## config.mk

```make
export PLATFORM = sky130hd
export DESIGN_NAME = dmem_arbiter
export DESIGN_NICKNAME = d
export VERILOG_FILES = /design/src/rtl/dmem_arbiter.sv
export SDC_FILE = /design/constraint.sdc
export NUM_CORES = 1
export LEC_CHECK = 0
export ABC_AREA = 1
export CORE_UTILIZATION = 25
export DETAILED_ROUTE_END_ITERATION = 10
export GPL_TIMING_DRIVEN = 0
export MAX_ROUTING_LAYER = met4
export PLACE_DENSITY = 0.58
export SLEW_MARGIN = 30
export SYNTH_ARGS = -nofsm -noshare
export SYNTH_HDL_FRONTEND = slang
export SYNTH_SLANG_ARGS = --single-unit
```

## constraint.sdc

```tcl
create_clock -name clock -period 2.8 [get_ports clock]
set_input_delay 0.56 -clock clock [delete_from_list [all_inputs] [get_ports clock]]
set_output_delay 0.56 -clock clock [all_outputs]
set_load 0.02 [all_outputs]
```

## src/rtl/dmem_arbiter.sv

```systemverilog
// dmem_arbiter: shares one single-port data memory between the core
// load/store stage (port 0) and the loader DMA (port 1) using a
// burst-aware round-robin FSM.
// Optional build macro DMEM_ARB_STATS_EN adds a 16-bit saturating
// conflict counter output (conflict_cnt).
module dmem_arbiter #(
    parameter int unsigned ADDR_W    = 8,
    parameter int unsigned DATA_W    = 8,
    parameter int unsigned MAX_BURST = 4
) (
    input  logic              clock,
    input  logic              reset,
    input  logic [1:0]        req_valid,
    input  logic [1:0]        req_write,
    input  logic [ADDR_W-1:0] req_addr0,
    input  logic [ADDR_W-1:0] req_addr1,
    input  logic [DATA_W-1:0] req_wdata0,
    input  logic [DATA_W-1:0] req_wdata1,
    output logic [1:0]        req_ready,
    output logic [1:0]        rsp_valid,
    output logic [DATA_W-1:0] rsp_rdata,
    output logic              mem_write,
    output logic [ADDR_W-1:0] mem_addr,
    output logic [DATA_W-1:0] mem_wdata,
    input  logic [DATA_W-1:0] mem_rdata
`ifdef DMEM_ARB_STATS_EN
    ,
    output logic [15:0]       conflict_cnt
`endif
);

    typedef enum logic [1:0] {StIdle, StOwn0, StOwn1} state_e;

    localparam logic [3:0] MaxBurst = 4'(MAX_BURST);

    state_e            state_q, state_d;
    logic              last_grant_q, last_grant_d;
    logic [3:0]        burst_cnt_q, burst_cnt_d;
    logic [1:0]        rsp_valid_q, rsp_valid_d;
    logic [DATA_W-1:0] rsp_rdata_q, rsp_rdata_d;

    logic gnt_en;    // arbitration found a winner
    logic gnt_idx;   // winning port
    logic gnt_live;  // winner, suppressed while reset is high
    logic own;
    logic oth;

    // Arbitration and next-state for FSM, ownership and burst count
    always_comb begin
        state_d      = state_q;
        last_grant_d = last_grant_q;
        burst_cnt_d  = burst_cnt_q;
        gnt_en       = 1'b0;
        gnt_idx      = 1'b0;
        own          = (state_q == StOwn1);
        oth          = ~own;
        unique case (state_q)
            StIdle: begin
                if (|req_valid) begin
                    gnt_en  = 1'b1;
                    // On conflict the port that did not win last time goes first
                    gnt_idx = (&req_valid) ? ~last_grant_q : req_valid[1];
                end
            end
            default: begin
                if (req_valid[own] && (!req_valid[oth] || burst_cnt_q < MaxBurst)) begin
                    gnt_en  = 1'b1;
                    gnt_idx = own;
                end else if (req_valid[oth]) begin
                    gnt_en  = 1'b1;
                    gnt_idx = oth;
                end
            end
        endcase
        if (gnt_en) begin
            if (state_q != StIdle && gnt_idx == own) begin
                if (burst_cnt_q < MaxBurst) begin
                    burst_cnt_d = burst_cnt_q + 4'd1;
                end
            end else begin
                state_d      = gnt_idx ? StOwn1 : StOwn0;
                burst_cnt_d  = 4'd1;
                last_grant_d = gnt_idx;
            end
        end else begin
            state_d = StIdle;
        end
    end

    // Memory-side and handshake outputs driven from the current winner
    always_comb begin
        gnt_live    = gnt_en & ~reset;
        req_ready   = 2'b00;
        mem_write   = 1'b0;
        mem_addr    = '0;
        mem_wdata   = '0;
        rsp_valid_d = 2'b00;
        rsp_rdata_d = rsp_rdata_q;
        if (gnt_live) begin
            req_ready = gnt_idx ? 2'b10 : 2'b01;
            mem_write = req_write[gnt_idx] & req_valid[gnt_idx];
            mem_addr  = gnt_idx ? req_addr1 : req_addr0;
            mem_wdata = gnt_idx ? req_wdata1 : req_wdata0;
            if (!req_write[gnt_idx]) begin
                rsp_valid_d = req_ready;
                rsp_rdata_d = mem_rdata;
            end
        end
    end

    // State, ownership and load-response registers
    always_ff @(posedge clock or posedge reset) begin
        if (reset) begin
            state_q      <= StIdle;
            last_grant_q <= 1'b1;
            burst_cnt_q  <= 4'd0;
            rsp_valid_q  <= 2'b00;
            rsp_rdata_q  <= '0;
        end else begin
            state_q      <= state_d;
            last_grant_q <= last_grant_d;
            burst_cnt_q  <= burst_cnt_d;
            rsp_valid_q  <= rsp_valid_d;
            rsp_rdata_q  <= rsp_rdata_d;
        end
    end

    assign rsp_valid = rsp_valid_q;
    assign rsp_rdata = rsp_rdata_q;

`ifdef DMEM_ARB_STATS_EN
    logic [15:0] conflict_q, conflict_d;

    // Count cycles where both ports want the memory (one must lose)
    always_comb begin
        conflict_d = conflict_q;
        if ((&req_valid) && (conflict_q != 16'hFFFF)) begin
            conflict_d = conflict_q + 16'd1;
        end
    end

    // Conflict counter register
    always_ff @(posedge clock or posedge reset) begin
        if (reset) begin
            conflict_q <= 16'd0;
        end else begin
            conflict_q <= conflict_d;
        end
    end

    assign conflict_cnt = conflict_q;
`endif

endmodule

```

==> impl_metrics.ini <==
[hold_path]
worst_hold_path_type = reg2reg

[cells_and_area]
n_fill_cell = 460
stdcell_area_sq_mm = 0.001917
fin_cells = 281
layout.nets = 279
antennaDiodeCount = 0
syn_to_final_growth_pct = 72.33
drive_gt1_share_pct = 18.61

[sta]
hold_viol_final = 0
slew_headroom_pct = 57.13
worst_pin_slew_ps = 642.3
period_share_pct = 95.38
fin_skew_ps = 4.210
fin_crit_ps = 2671
setup_viol = 0
fmax_ghz = 0.3744
setup_tns_ps = 0
holdWs_ps = 471.9
drv_slew = 0
worst_slack_ps = 129.4

[floorplanning]
die_w_um = 68.70
num_rows = 23
die_area_sq_mm = 0.004720
coreArea_sq_mm = 0.004144
ios = 75
die_height_um = 68.70
start_util_pct = 26.84

[placement]
dpl_cell_area_sq_mm = 0.001916
gp_congestion = 0.8202
place_worst_setup_slack_ps = -349.3
portBuffers = 74
placed_cells = 276
hpwl_mm = 2.498

[route]
routedWlPerCell_um = 11.34
wl_met2_mm = 1.299
vias = 1243
dr.max_layer_used = met4
met1Wirelength_mm = 1.315
route.met3.wl_um = 519
viasPerCell = 4.423
drc = 0
dr.pass1.iters = 4
first_iter_violations = 23
antenna_left = 0
wl_mm = 3.186

[global_route]
grt_pass1_vias = 1083
grt-ovfl-total = 0
antenna_found_initial = 0
grt.total_usage_pct = 14.18
grt_pass1_wl_mm = 4.761
grt_max_degree = 18

[clocking]
htree_levels = 1
clk_pin_slew_ps = 70
numClockSinks = 17
cts_root_buffer = clkbuf_8
clk_latency_ps = 250
cts_buffer_depth = 2
cts_tree = done
cts_buffers = 3

[synthesis]
ys_seq_elements = 17
syn_inst = 152
synth-seq-area-share_pct = 38.36
syn_avg_cell_area_sq_um = 7.318
syn_nets = 199
synth_cell_types = 23
syn_area_sq_mm = 0.001112
ys_warn_count = 0

[worst_setup_path]
arrival_ps = 2110
required_ps = 2240
setup.worst_path.class = in2out
critPathCaptureType = primary output
cp-start-kind = input port
crit_fanout = 10

[run]
drv_cap = 0

[power]
leakagePower_nw = 1.009
ir_drop_uv = 257.1
cellPowerDensity_mw_per_mm2 = 637.6

[run_status]
status = completed
## synth_stat cells
cell type	instances	share of area (%)
nand2_1	62	21
or2_2	1	0.56
ha_1	1	1.1
nor2_2	3	1.7
a22oi_1	1	0.68
nand2_4	2	2.0
a21oi_1	1	0.45
nand4_1	8	4.5
buf_2	1	0.45
nor2_1	5	1.7
dfstp_2	1	2.4
nand3_1	13	5.8
buf_6	1	1.0
dfrtp_1	16	36
inv_1	14	4.7
inv_6	1	0.79
nand3_2	3	2.7
a21boi_0	1	0.68
nand2_2	12	6.7
o21ai_0	1	0.45
inv_4	2	1.1
buf_12	1	1.8
a21boi_4	1	1.7
## layout make-up
class / instances / area (sq um) / area share [%]
flip-flops and latches: 17 / 426.7 / 22.26
clock inverters: 1 / 5.005 / 0.2611
well taps: 50 / 62.56 / 3.264
plain buffers: 3 / 36.28 / 1.893
multi-input cells: 115 / 575.6 / 30.03
repair buffers: 75 / 693.2 / 36.16
inverters: 17 / 76.32 / 3.982
clock buffers: 3 / 41.29 / 2.154
## path summary, 6_finish.rpt
check                                      startpoint                       end  slack, ps  depth (start not counted)
max reg2reg                burst_cnt_q[3]$_DFFE_PP0P_  rsp_rdata[1]$_DFFE_PP0P_       1350                          9
min in group asynchronous                       reset    state_q[1]$_DFFE_PP0P_        740                          2
min reg2reg                  last_grant_q$_DFFE_PP1P_  last_grant_q$_DFFE_PP1P_        470                          2
min                          last_grant_q$_DFFE_PP1P_  last_grant_q$_DFFE_PP1P_        470                          2
max                                      req_valid[0]              req_ready[0]        130                          9
max in group asynchronous                       reset  rsp_rdata[2]$_DFFE_PP0P_       1650                          2
## timing repair
item / 4_1_cts / 5_1_grt
hold buffers: 0 / 0
hold endpoints to repair: 0 / 0
buffers inserted: 0 / 1
pin swaps: 0 / 1
gates resized for setup: 38 / 11
setup endpoints to repair: 19 / 19
## cell usage in the layout (no fill, tap or decap), drive strengths merged, types with 2 or more instances in the layout
master	synthesis	layout
nand2	76	76
clkdlybuf4s50	0	55
buf	3	13
clkinv	0	2
nor2	8	8
clkbuf	0	3
dfrtp	16	16
nand3	16	16
dlygate4sd2	0	8
a21boi	2	2
nand4	8	8
clkdlybuf4s15	0	2
inv	17	16
## cells by family (layout without fill, tap and decap cells)
| kind of cell | after synthesis | in the layout | synth area share, % |
|---|---|---|---|
| AO/OA/AOI/OAI | 5 | 5 | 3.937 |
| adder cells (fa/ha/maj) | 1 | 1 | 1.125 |
| AND/OR/NAND/NOR | 109 | 109 | 46.68 |
| flip-flops | 17 | 17 | 38.36 |
| buffers and inverters | 20 | 99 | 9.898 |
## sequential cells by signal (all words and copies together) (netlist names)
register / flops
last_grant_q: 1
rsp_valid: 2
state_q: 2
burst_cnt_q: 4
rsp_rdata: 8
## critical path, stage by stage
cell             delay (ps)
clkdlybuf4s50_1         500
inv_1                    70
nor2_2                  110
nand3_2                 110
nand2_4                 110
nand2_2                  70
clkinv_4                 90
buf_6                   140
dlygate4sd2_1           330
## power breakdown
| part | switching, mW | internal, mW |
|---|---|---|
| logic | 0.362 | 0.293 |
| registers | 0.0505 | 0.332 |
| clock network | 0.0860 | 0.0987 |
| total | 0.499 | 0.724 |
## per-layer routing
metal	global-route usage, %	vias up
met5	-	-
met4	6.888	0
met3	3.289	4
met2	23.65	68
met1	15.95	532
li1	-	639
## per-stage QoR
step,power [mW],utilization (%)
CTS,1.242,47.16
finish,1.222,46.26
global placement,1.072,46.23
global route,1.318,46.26
detailed placement,1.075,46.23
floorplan,0.7762,-
No activity file was read; power rests on OpenSTA's default activity.
